`src/rtl/aes_ctrl_pkg.sv`:
```
// Shared types and helpers for the multi-mode AES sequencer.
package aes_ctrl_pkg;

  typedef enum logic [3:0] {
    ST_IDLE       = 4'd0,
    ST_CHG_KEY    = 4'd1,
    ST_INIT_READ  = 4'd2,
    ST_INIT_WAIT  = 4'd3,
    ST_WAIT_START = 4'd4,
    ST_READ       = 4'd5,
    ST_WAIT_AES   = 4'd6,
    ST_WRITE      = 4'd7,
    ST_DONE       = 4'd8,
    ST_ERROR      = 4'd9
  } state_e;

  localparam logic AHB_READ  = 1'b0;
  localparam logic AHB_WRITE = 1'b1;

  // An interval of n cycles has elapsed on the cycle where the counter reads n-1.
  function automatic logic interval_elapsed(input logic [31:0] cnt, input logic [31:0] n);
    return cnt == (n - 32'd1);
  endfunction

endpackage

```
`src/rtl/aes_ctrl_timer.sv`:
```
// Saturating interval counter with synchronous clear and count enable.
module aes_ctrl_timer #(
  parameter int CNT_W = 8
) (
  input  logic             clk,
  input  logic             rst,
  input  logic             clr_i,
  input  logic             en_i,
  output logic [CNT_W-1:0] cnt_o
);

  localparam logic [CNT_W-1:0] CNT_ONE = {{(CNT_W-1){1'b0}}, 1'b1};
  localparam logic [CNT_W-1:0] CNT_MAX = {CNT_W{1'b1}};

  logic [CNT_W-1:0] cnt_q, cnt_d;

  always_comb begin
    cnt_d = cnt_q;
    if (clr_i) begin
      cnt_d = '0;
    end else if (en_i && (cnt_q != CNT_MAX)) begin
      cnt_d = cnt_q + CNT_ONE;
    end
  end

  always_ff @(posedge clk or posedge rst) begin
    if (rst) begin
      cnt_q <= '0;
    end else begin
      cnt_q <= cnt_d;
    end
  end

  assign cnt_o = cnt_q;

endmodule

```
`src/rtl/aes_ctrl_multi.sv`:
```
// Job sequencer for the AES accelerator: key change or multi-block
// encrypt/decrypt with programmable waits, watchdog, abort and status.
module aes_ctrl_multi
  import aes_ctrl_pkg::*;
#(
  parameter int INIT_WAIT_CYCLES = 10,
  parameter int GAP_CYCLES       = 10,
  parameter int TIMEOUT_CYCLES   = 255,
  parameter int CNT_W            = 8,
  parameter int BLK_W            = 8
) (
  input  logic             clk,
  input  logic             rst,
  input  logic             start,
  input  logic             change_key,
  input  logic             decrypt,
  input  logic [BLK_W-1:0] num_blocks,
  input  logic             last_round,
  input  logic             abort,
  input  logic             chg_key_done,
  input  logic             enc_done,
  output logic             change_key_start,
  output logic             aes_enable,
  output logic             aes_start,
  output logic             aes_decrypt,
  output logic             ahb_mode,
  output logic             ahb_shift_en,
  output logic             busy,
  output logic             done,
  output logic             error,
  output logic [BLK_W-1:0] blocks_done
);

  localparam logic [BLK_W-1:0] BLK_ONE = {{(BLK_W-1){1'b0}}, 1'b1};

  state_e           state_q, state_d;
  logic [BLK_W-1:0] blocks_q, blocks_d;
  logic [BLK_W-1:0] num_q, num_d;
  logic             dec_q, dec_d;
  logic [BLK_W-1:0] blocks_inc;
  logic [CNT_W-1:0] cnt;
  logic             timer_clr;
  logic             init_elapsed;
  logic             gap_elapsed;
  logic             timeout_elapsed;

  aes_ctrl_timer #(
    .CNT_W(CNT_W)
  ) u_timer (
    .clk  (clk),
    .rst  (rst),
    .clr_i(timer_clr),
    .en_i (1'b1),
    .cnt_o(cnt)
  );

  assign blocks_inc      = blocks_q + BLK_ONE;
  assign init_elapsed    = interval_elapsed(32'(cnt), 32'(INIT_WAIT_CYCLES));
  assign gap_elapsed     = interval_elapsed(32'(cnt), 32'(GAP_CYCLES));
  assign timeout_elapsed = interval_elapsed(32'(cnt), 32'(TIMEOUT_CYCLES));

  always_comb begin
    state_d  = state_q;
    blocks_d = blocks_q;
    num_d    = num_q;
    dec_d    = dec_q;
    if (abort) begin
      state_d = ST_IDLE;
    end else begin
      case (state_q)
        ST_IDLE: begin
          if (start) begin
            if (change_key) begin
              state_d = ST_CHG_KEY;
            end else if (num_blocks == '0) begin
              state_d = ST_DONE;
            end else begin
              state_d  = ST_INIT_READ;
              num_d    = num_blocks;
              dec_d    = decrypt;
              blocks_d = '0;
            end
          end
        end
        ST_CHG_KEY: begin
          if (chg_key_done) begin
            state_d = ST_DONE;
          end else if (timeout_elapsed) begin
            state_d = ST_ERROR;
          end
        end
        ST_INIT_READ: state_d = ST_INIT_WAIT;
        ST_INIT_WAIT: begin
          if (init_elapsed) begin
            state_d = ST_WAIT_START;
          end
        end
        ST_WAIT_START: begin
          if (gap_elapsed) begin
            state_d = ST_READ;
          end
        end
        ST_READ: state_d = ST_WAIT_AES;
        // A completion arriving on the watchdog's last cycle still counts.
        ST_WAIT_AES: begin
          if (enc_done) begin
            state_d = ST_WRITE;
          end else if (timeout_elapsed) begin
            state_d = ST_ERROR;
          end
        end
        ST_WRITE: begin
          blocks_d = blocks_inc;
          if ((blocks_inc == num_q) || last_round) begin
            state_d = ST_DONE;
          end else begin
            state_d = ST_WAIT_START;
          end
        end
        ST_DONE:  state_d = ST_IDLE;
        ST_ERROR: state_d = ST_ERROR;
        default:  state_d = ST_IDLE;
      endcase
    end
  end

  assign timer_clr = abort || (state_d != state_q);

  always_ff @(posedge clk or posedge rst) begin
    if (rst) begin
      state_q  <= ST_IDLE;
      blocks_q <= '0;
      num_q    <= '0;
      dec_q    <= 1'b0;
    end else begin
      state_q  <= state_d;
      blocks_q <= blocks_d;
      num_q    <= num_d;
      dec_q    <= dec_d;
    end
  end

  always_comb begin
    change_key_start = 1'b0;
    aes_enable       = 1'b0;
    aes_start        = 1'b0;
    ahb_mode         = AHB_READ;
    ahb_shift_en     = 1'b0;
    busy             = (state_q != ST_IDLE);
    done             = 1'b0;
    error            = 1'b0;
    case (state_q)
      ST_CHG_KEY:    change_key_start = 1'b1;
      ST_INIT_READ:  ahb_shift_en = 1'b1;
      ST_WAIT_START: aes_enable = 1'b1;
      ST_READ: begin
        ahb_shift_en = 1'b1;
        aes_enable   = 1'b1;
        aes_start    = 1'b1;
      end
      ST_WAIT_AES:   aes_enable = 1'b1;
      ST_WRITE: begin
        ahb_mode     = AHB_WRITE;
        ahb_shift_en = 1'b1;
        aes_enable   = 1'b1;
      end
      ST_DONE:       done = 1'b1;
      ST_ERROR:      error = 1'b1;
      default: ;
    endcase
  end

  assign aes_decrypt = dec_q;
  assign blocks_done = blocks_q;

endmodule

```
`config.mk`:
```
export PLATFORM = sky130hd
export DESIGN_NAME = aes_ctrl_multi
export DESIGN_NICKNAME = d
export VERILOG_FILES = /design/src/rtl/aes_ctrl_pkg.sv /design/src/rtl/aes_ctrl_timer.sv /design/src/rtl/aes_ctrl_multi.sv
export SDC_FILE = /design/constraint.sdc
export NUM_CORES = 1
export LEC_CHECK = 0
export CAP_MARGIN = 0
export CORE_MARGIN = 2
export CORE_UTILIZATION = 53
export CTS_CLUSTER_SIZE = 40
export DETAILED_ROUTE_END_ITERATION = 16
export GPL_TIMING_DRIVEN = 0
export PLACE_DENSITY = 0.79
export SYNTH_ARGS = -nofsm -noshare
export SYNTH_HDL_FRONTEND = slang
export SYNTH_SLANG_ARGS = --single-unit
```
`constraint.sdc`:
```
create_clock -name clk -period 3.17 [get_ports clk]
set_clock_uncertainty 0.1 [all_clocks]
set_input_delay 0.951 -clock clk [delete_from_list [all_inputs] [get_ports clk]]
set_output_delay 0.951 -clock clk [all_outputs]
set_load 0.02 [all_outputs]
```
==> summary.md, run 1 <==
| Metric | Value |
|---|---|
| CTS clock-pin slew for the worst setup and hold paths | 0.06 ns |
| Worst setup SP type | input pin |
| Worst EP arrival | 3.09 ns |
| Slowest cell delay on critical path | 0.55 ns |
| Worst Hold Endpoint | aes_decrypt |
| Share of the synthesized area in the top cell type | 0.370 |
| DP Area | 2350 sq um |
| Final period utilization | 0.962 |
| Core box area | 3610 sq um |
| Worst EP required | 3.21 ns |
| First-pass GRT wire length | 7820 um |
| R2r setup slk | 0.26 ns |
| EDFF count, synth | 0 |
| RSZ-0062 raised after global routing | true |
| Share of layout cells above drive strength 1 | 0.125 |
| R2r endpoint | u_timer.cnt_o[6] |
| Worst min path class | flip-flop to flip-flop |
| GRT overflow | 0 |
| Synth area leader | dfrtp_1 |
| Register area share after synthesis | 0.370 |
| Hold WS | 0.408 ns |
| # nets final | 283 |
| Post-Syn Instances | 222 |
| Cts-stage hold buffer count | 0 |
| Ant. Diodes | 0 |
| Placed wire-length estimate | 3370 um |
| CTS H-Tree Depth | 2 |
| Initial Utilization | 0.544 |
| Die H | 64.9 um |
| Slew margin rel. | 0.249 |
| Placed Cells | 303 |
| Largest fanout on the critical path | 8 |
| Setup WS post-layout | 0.120 ns |
| Vias per cell | 5.89 |
| Pwr Total | 1.14 mW |
| Number of global-route vias before repair | 1715 |
| Worst reg2reg path depth | 7 |
| CTS Buffer Depth | 2 |
| Utilization after layout | 0.689 |
| Crit end category | flip-flop |
| CTS Buf Count | 5 |
| DRT Pass-1 Iters | 5 |
| Min cycle time layout | 3.05 ns |
| Pre-CTS setup slack | -0.203 ns |
| Max Cap Viol | 0 |
| DRC Markers | 0 |
| Slew @ Worst Pin | 1.12 ns |
| Die area | 4210 sq um |
| Total number of vias | 1833 |
| Peak VDD IR | 364 uV |
| Final setup viols | 0 |
| Leakage | 1.03 nW |
| Worst R2R Start | blocks_done[0] |
| Worst skew pair latency | 0.28 ns |
| Netlist cell types | 54 |
| Input/output buffers | 33 |
| Design area | 2480 sq um |
| Crit path cell chain | clkdlybuf4s50_1 -> nor4_1 -> nand2_1 -> o221ai_2 -> a311oi_1 -> o41ai_4 -> nor3_2 |
| Outcome | complete, no violations |
| Antenna-violating nets left | 0 |
| CP max-delay cell | nor4_1 |
| Die W | 64.9 um |
| Ys flop type | dfrtp_1 |
| Slew Limit Fails | 0 |
| Layout Cells excl Fill | 311 |
| Placer Congestion | 0.902 |
| PwrDens | 461 nW/um^2 |
| FP Rows | 22 |
| Hold Path Stages | 1 |
| Seq cells post-synth | 29 |
| Boundary Pins | 34 |
| Yosys synthesis warning count | 0 |
| GRT Total Usage | 0.241 |
| Netlist Area Pre-Place | 1960 sq um |
| Root buf cell | clkbuf_8 |
| WL per Instance | 15.1 um |
| Clock sink count | 29 |
| Fin. Hold Viols | 0 |
| Fin Setup TNS | 0 ns |
| Synth top cells by count | 29 x dfrtp_1, 29 x nor2_1, 17 x o21ai_0, 16 x nand2_1, 12 x a21oi_1 |
| Setup crit start | num_blocks[0] |
| Async SR Flop Fraction | 1.00 |
| Largest net degree at the start of global routing | 30 |
| Iter 0 DRT Violations | 171 |
| Fmax | 0.328 GHz |
| DRT Wirelength | 4700 um |
| WP buf/inv | 1 |
| Hold Path Origin | aes_decrypt |
| Setup CP Type | input pin to flip-flop |
| Ranking of synthesized cells by area | dfrtp_1 37%, nor2_1 5.5%, mux2_2 4.6% |
| TritonCTS clock tree | yes |
| Initial antenna violation count | 0 |
| Top Family by Delay on Critical Path | compound AO/OA/AOI/OAI gates |
| Synthesized area per cell | 8.84 sq um |
| Syn nets | 243 |
| P&R area growth vs syn | 26.5% |
==> where the power goes <==
part           internal, mW  switching (mW)  total (mW)
Sequential            0.417          0.0440       0.461
Combinational         0.142           0.143       0.285
Clock                 0.256           0.142       0.398
==> sequential cells by signal, summed over array words and instances (netlist names) <==
| name | cells |
|---|---|
| blocks_done | 8 |
| aes_decrypt | 1 |
| u_timer.cnt_o | 8 |
| num_q | 8 |
| state_q | 4 |
==> worst max-delay path by stage <==
stage                                  end  cells after the start
after floorplan           u_timer.cnt_o[6]                      7
after CTS                             done                      4
final                     u_timer.cnt_o[6]                      7
after detailed placement          num_q[7]                      6
after global placement         aes_decrypt                      6
after global routing      u_timer.cnt_o[0]                      7
==> cell usage in the layout, fill, tap and decap left out, types with 5 or more instances in the layout <==
cell type        synthesis  layout
nand2_1                 16      16
clkdlybuf4s50_1          0      31
a21oi_1                 12      12
inv_1                    7       7
dfrtp_1                 29      29
nor3_1                   5       5
xnor2_1                  8       8
nor2_1                  29      29
nand3_1                  9       9
mux2_2                   8       8
clkbuf_8                 0       6
o21ai_0                 17      17
==> repair_timing <==
action,4_1_cts,5_1_grt
setup endpoints to repair,0,12
resized for setup,0,6
setup buffers,0,0
==> per-layer routing <==
metal	routed length, um	GRT usage	vias up
met4	55	0.0984	0
met3	256	0.0590	5
met2	2160	0.356	56
met1	2220	0.336	881
met5	0	0	-
li1	-	-	891
==> area by class of cell <==
class	count	area (sq um)
plain buffers	9	43.8
clock buffers	7	86.3
clock inverters	1	30.0
fillers	308	1120
inverters	7	26.3
multi-input cells	177	1180
flip-flops and latches	29	726
well taps	48	60.1
repair buffers	33	335
==> logic make-up after synthesis <==
| logic type | count (synthesis) | share of synthesized area |
|---|---|---|
| buf+inv | 16 | 0.0351 |
| fa+ha+maj | 4 | 0.0255 |
| simple gates | 100 | 0.280 |
| mux | 8 | 0.0459 |
| xor+xnor | 12 | 0.0535 |
| flops | 29 | 0.370 |
| compound gates | 53 | 0.190 |
Note: power is estimated with default switching activity, not from simulation.
==> run 2: changes to the inputs <==
- SLEW_MARGIN: unset -> 25
- SYNTH_HIERARCHICAL: unset -> 1
==> run 2 against run 1 <==
Compared with the run above: worst hold slack gained 0.014 ns; sequential share of layout area shrank 1.2 points; final cell count grew 4.5%; die area grew 3.9%; non-clock buffer count grew 6; power grew 27%; wire length grew 3.2%; clock power shrank 23%; first-iteration DRC count grew 69%; utilization grew 1.4 points; synthesized cell count grew 3.6%; via count grew 2.2%; critical path type unchanged; largest cell class unchanged; largest power group is now combinational cells.
==> summary.md, run 2 <==
| Metric | Value |
|---|---|
| Outcome | complete, no violations |
| Power share of the combinational group | 0.431 |
| Clock sink count | 29 |
| Net Sw Frac | 0.359 |
| Max Cap Viol | 0 |
| Layout Cells excl Fill | 325 |
| DRC Markers | 0 |
| Slew @ Worst Pin | 0.810 ns |
| Reg power frac | 0.357 |
| Ys flop type | dfrtp_1 |
| Die area | 4370 sq um |
| Fmax | 0.323 GHz |
| EDFF count, synth | 0 |
| Synth top cells by count | 29 x dfrtp_1, 25 x nand2_1, 22 x nor2_1, 10 x nor3_1, 10 x o21ai_0 |
| Share of the synthesized area in the top cell type | 0.355 |
| Pwr Total | 1.45 mW |
| Netlist cell types | 58 |
| Peak VDD IR | 361 uV |
| Min cycle time layout | 3.09 ns |
| Hold Path Stages | 1 |
| Slew margin rel. | 0.459 |
| Placed wire-length estimate | 3510 um |
| PwrDens | 560 nW/um^2 |
| Die H | 66.1 um |
| Largest fanout on the critical path | 5 |
| Synth area leader | dfrtp_1 |
| CTS H-Tree Depth | 2 |
| Post-Syn Instances | 230 |
| R2r setup slk | 0.39 ns |
| Global Route met3 Usage | 0.0613 |
| Largest net degree at the start of global routing | 22 |
| Ranking of synthesized cells by area | dfrtp_1 35%, mux2_4 6.6%, nand2_1 4.6% |
| Iter 0 DRT Violations | 289 |
| M1 GR Usage | 0.326 |
| Setup CP Type | input pin to flip-flop |
| Clk pwr share | 0.212 |
| Worst skew pair latency | 0.28 ns |
| Async SR Flop Fraction | 1.00 |
| Hold Path Origin | blocks_done[7] |
| Boundary Pins | 34 |
| Worst min path class | flip-flop to flip-flop |
| Worst R2R Start | blocks_done[4] |
| Utilization after layout | 0.703 |
| Number of global-route vias before repair | 1740 |
| Core box area | 3690 sq um |
| Worst EP required | 3.23 ns |
| Worst Hold Endpoint | blocks_done[7] |
| Leakage | 1.05 nW |
| Share of layout cells above drive strength 1 | 0.155 |
| Most frequent cell after synthesis | dfrtp_1 |
| Pre-CTS setup slack | -0.663 ns |
| WL per Instance | 14.9 um |
| Total number of vias | 1874 |
| Seq cells post-synth | 29 |
| Slew Limit Fails | 0 |
| Most common cell after layout, fill and taps aside | dfrtp_1 |
| # fillers | 305 |
| Die W | 66.1 um |
| Vias per cell | 5.77 |
| Commonest non-fill, non-tap cells in the layout | 29 x dfrtp_1, 25 x nand2_1, 25 x clkdlybuf4s50_1 |
| GRT Total Usage | 0.240 |
| CTS Buf Count | 5 |
| DRT Pass-1 Iters | 4 |
| Setup WS post-layout | 0.0762 ns |
| FP Rows | 22 |
| Ant. Diodes | 0 |
| Placer Congestion | 0.923 |
| P&R area growth vs syn | 26.7% |
| Initial Utilization | 0.555 |
| Placed Cells | 315 |
| Input/output buffers | 33 |
| Worst reg2reg path depth | 11 |
| CTS Buffer Depth | 2 |
| Crit end category | flip-flop |
| Antenna-violating nets left | 0 |
| R2r endpoint | u_timer/cnt_o[1] |
| Grt met2 use | 0.376 |
| TritonCTS clock tree | yes |
| CTS clock-pin slew for the worst setup and hold paths | 0.06 ns |
| Final setup viols | 0 |
| Initial antenna violation count | 0 |
| Final period utilization | 0.976 |
| Netlist Area Pre-Place | 2050 sq um |
| DRT Wirelength | 4850 um |
| GRT busiest layer | met2 |
| Synthesized area per cell | 8.89 sq um |
| Fin. Hold Viols | 0 |
| # nets final | 296 |
| Yosys synthesis warning count | 6 |
| Worst EP arrival | 3.16 ns |
| Internal | 0.929 mW |
| GRT overflow | 0 |
| First-pass GRT wire length | 8020 um |
| Register area share after synthesis | 0.355 |
| Net switching power | 0.521 mW |
| Worst setup SP type | input pin |
| Root buf cell | clkbuf_8 |
-- run 2: cell type report --
cell class / instances / area [sq um] / share of cell area
Multi-Input combinational cell: 188 / 1280 / 0.494
Inverter: 5 / 18.8 / 0.00724
Sequential cell: 29 / 726 / 0.280
Tap cell: 48 / 60.1 / 0.0232
Timing Repair Buffer: 37 / 352 / 0.136
Clock buffer: 7 / 86.3 / 0.0333
Buffer: 11 / 68.8 / 0.0266
-- run 2: critical path, cell delays in order --
cell and delay [ns]:
dlygate4sd2_1 0.27, or4_4 0.55, nor4_2 0.28, a21oi_1 0.08
o211ai_2 0.21, a211oi_2 0.08, o2111ai_2 0.21, clkbuf_4 0.21
nor2b_1 0.05, mux2_4 0.26
-- run 2: cell families after synthesis --
| group | synth area share |
|---|---|
| XOR/XNOR | 0.0471 |
| multiplexers | 0.0924 |
| AND/OR/NAND/NOR | 0.267 |
| flip-flops | 0.355 |
| adder cells (fa/ha/maj) | 0.0122 |
| other | 0.00183 |
| AO/OA/AOI/OAI | 0.182 |
| buffers and inverters | 0.0428 |
-- run 2: how the worst max path moves through the flow --
stage	from	end	depth (start not counted)
after floorplan	num_blocks[4]	u_timer/cnt_o[3]	9
after global placement	abort	u_timer/cnt_o[4]	9
after detailed placement	abort	u_timer/cnt_o[3]	9
after CTS	num_blocks[4]	u_timer/cnt_o[3]	10
after global routing	num_blocks[0]	u_timer/cnt_o[1]	10
final	num_blocks[4]	u_timer/cnt_o[3]	10
-- run 2: per-stage QoR --
stage / setup TNS, ns / hold slack (ns) / instance area, sq um
2_1_floorplan: 0 / 0.393 / 2060
3_3_place_gp: -4.49 / 0.398 / 2450
3_5_place_dp: -4.90 / 0.417 / 2450
4_1_cts: 0 / 0.426 / 2570
5_1_grt: -0.140 / 0.452 / 2590
6_report: 0 / 0.422 / 2590
-- run 2: repair_timing --
action / 4_1_cts / 5_1_grt
buffers inserted: 1 / 2
endpoints found under the setup margin: 8 / 9
pin swaps: 4 / 1
gates resized for setup: 15 / 3
gates cloned: 1 / 0
hold buffers: 0 / 0
-- run 2: power groups by stage --
stage	logic (mW)	registers [mW]	clock network, mW
floorplan	0.423	0.516	0
global placement	0.575	0.520	0
detailed placement	0.588	0.523	0
CTS	0.614	0.517	0.314
finish	0.625	0.518	0.307
global route	0.675	0.527	0.336
-- run 2: per-layer routing --
layer	up-vias	part of all wire
met5	-	0
li1	932	-
met2	61	0.48
met3	4	0.053
met4	0	0.010
met1	877	0.45
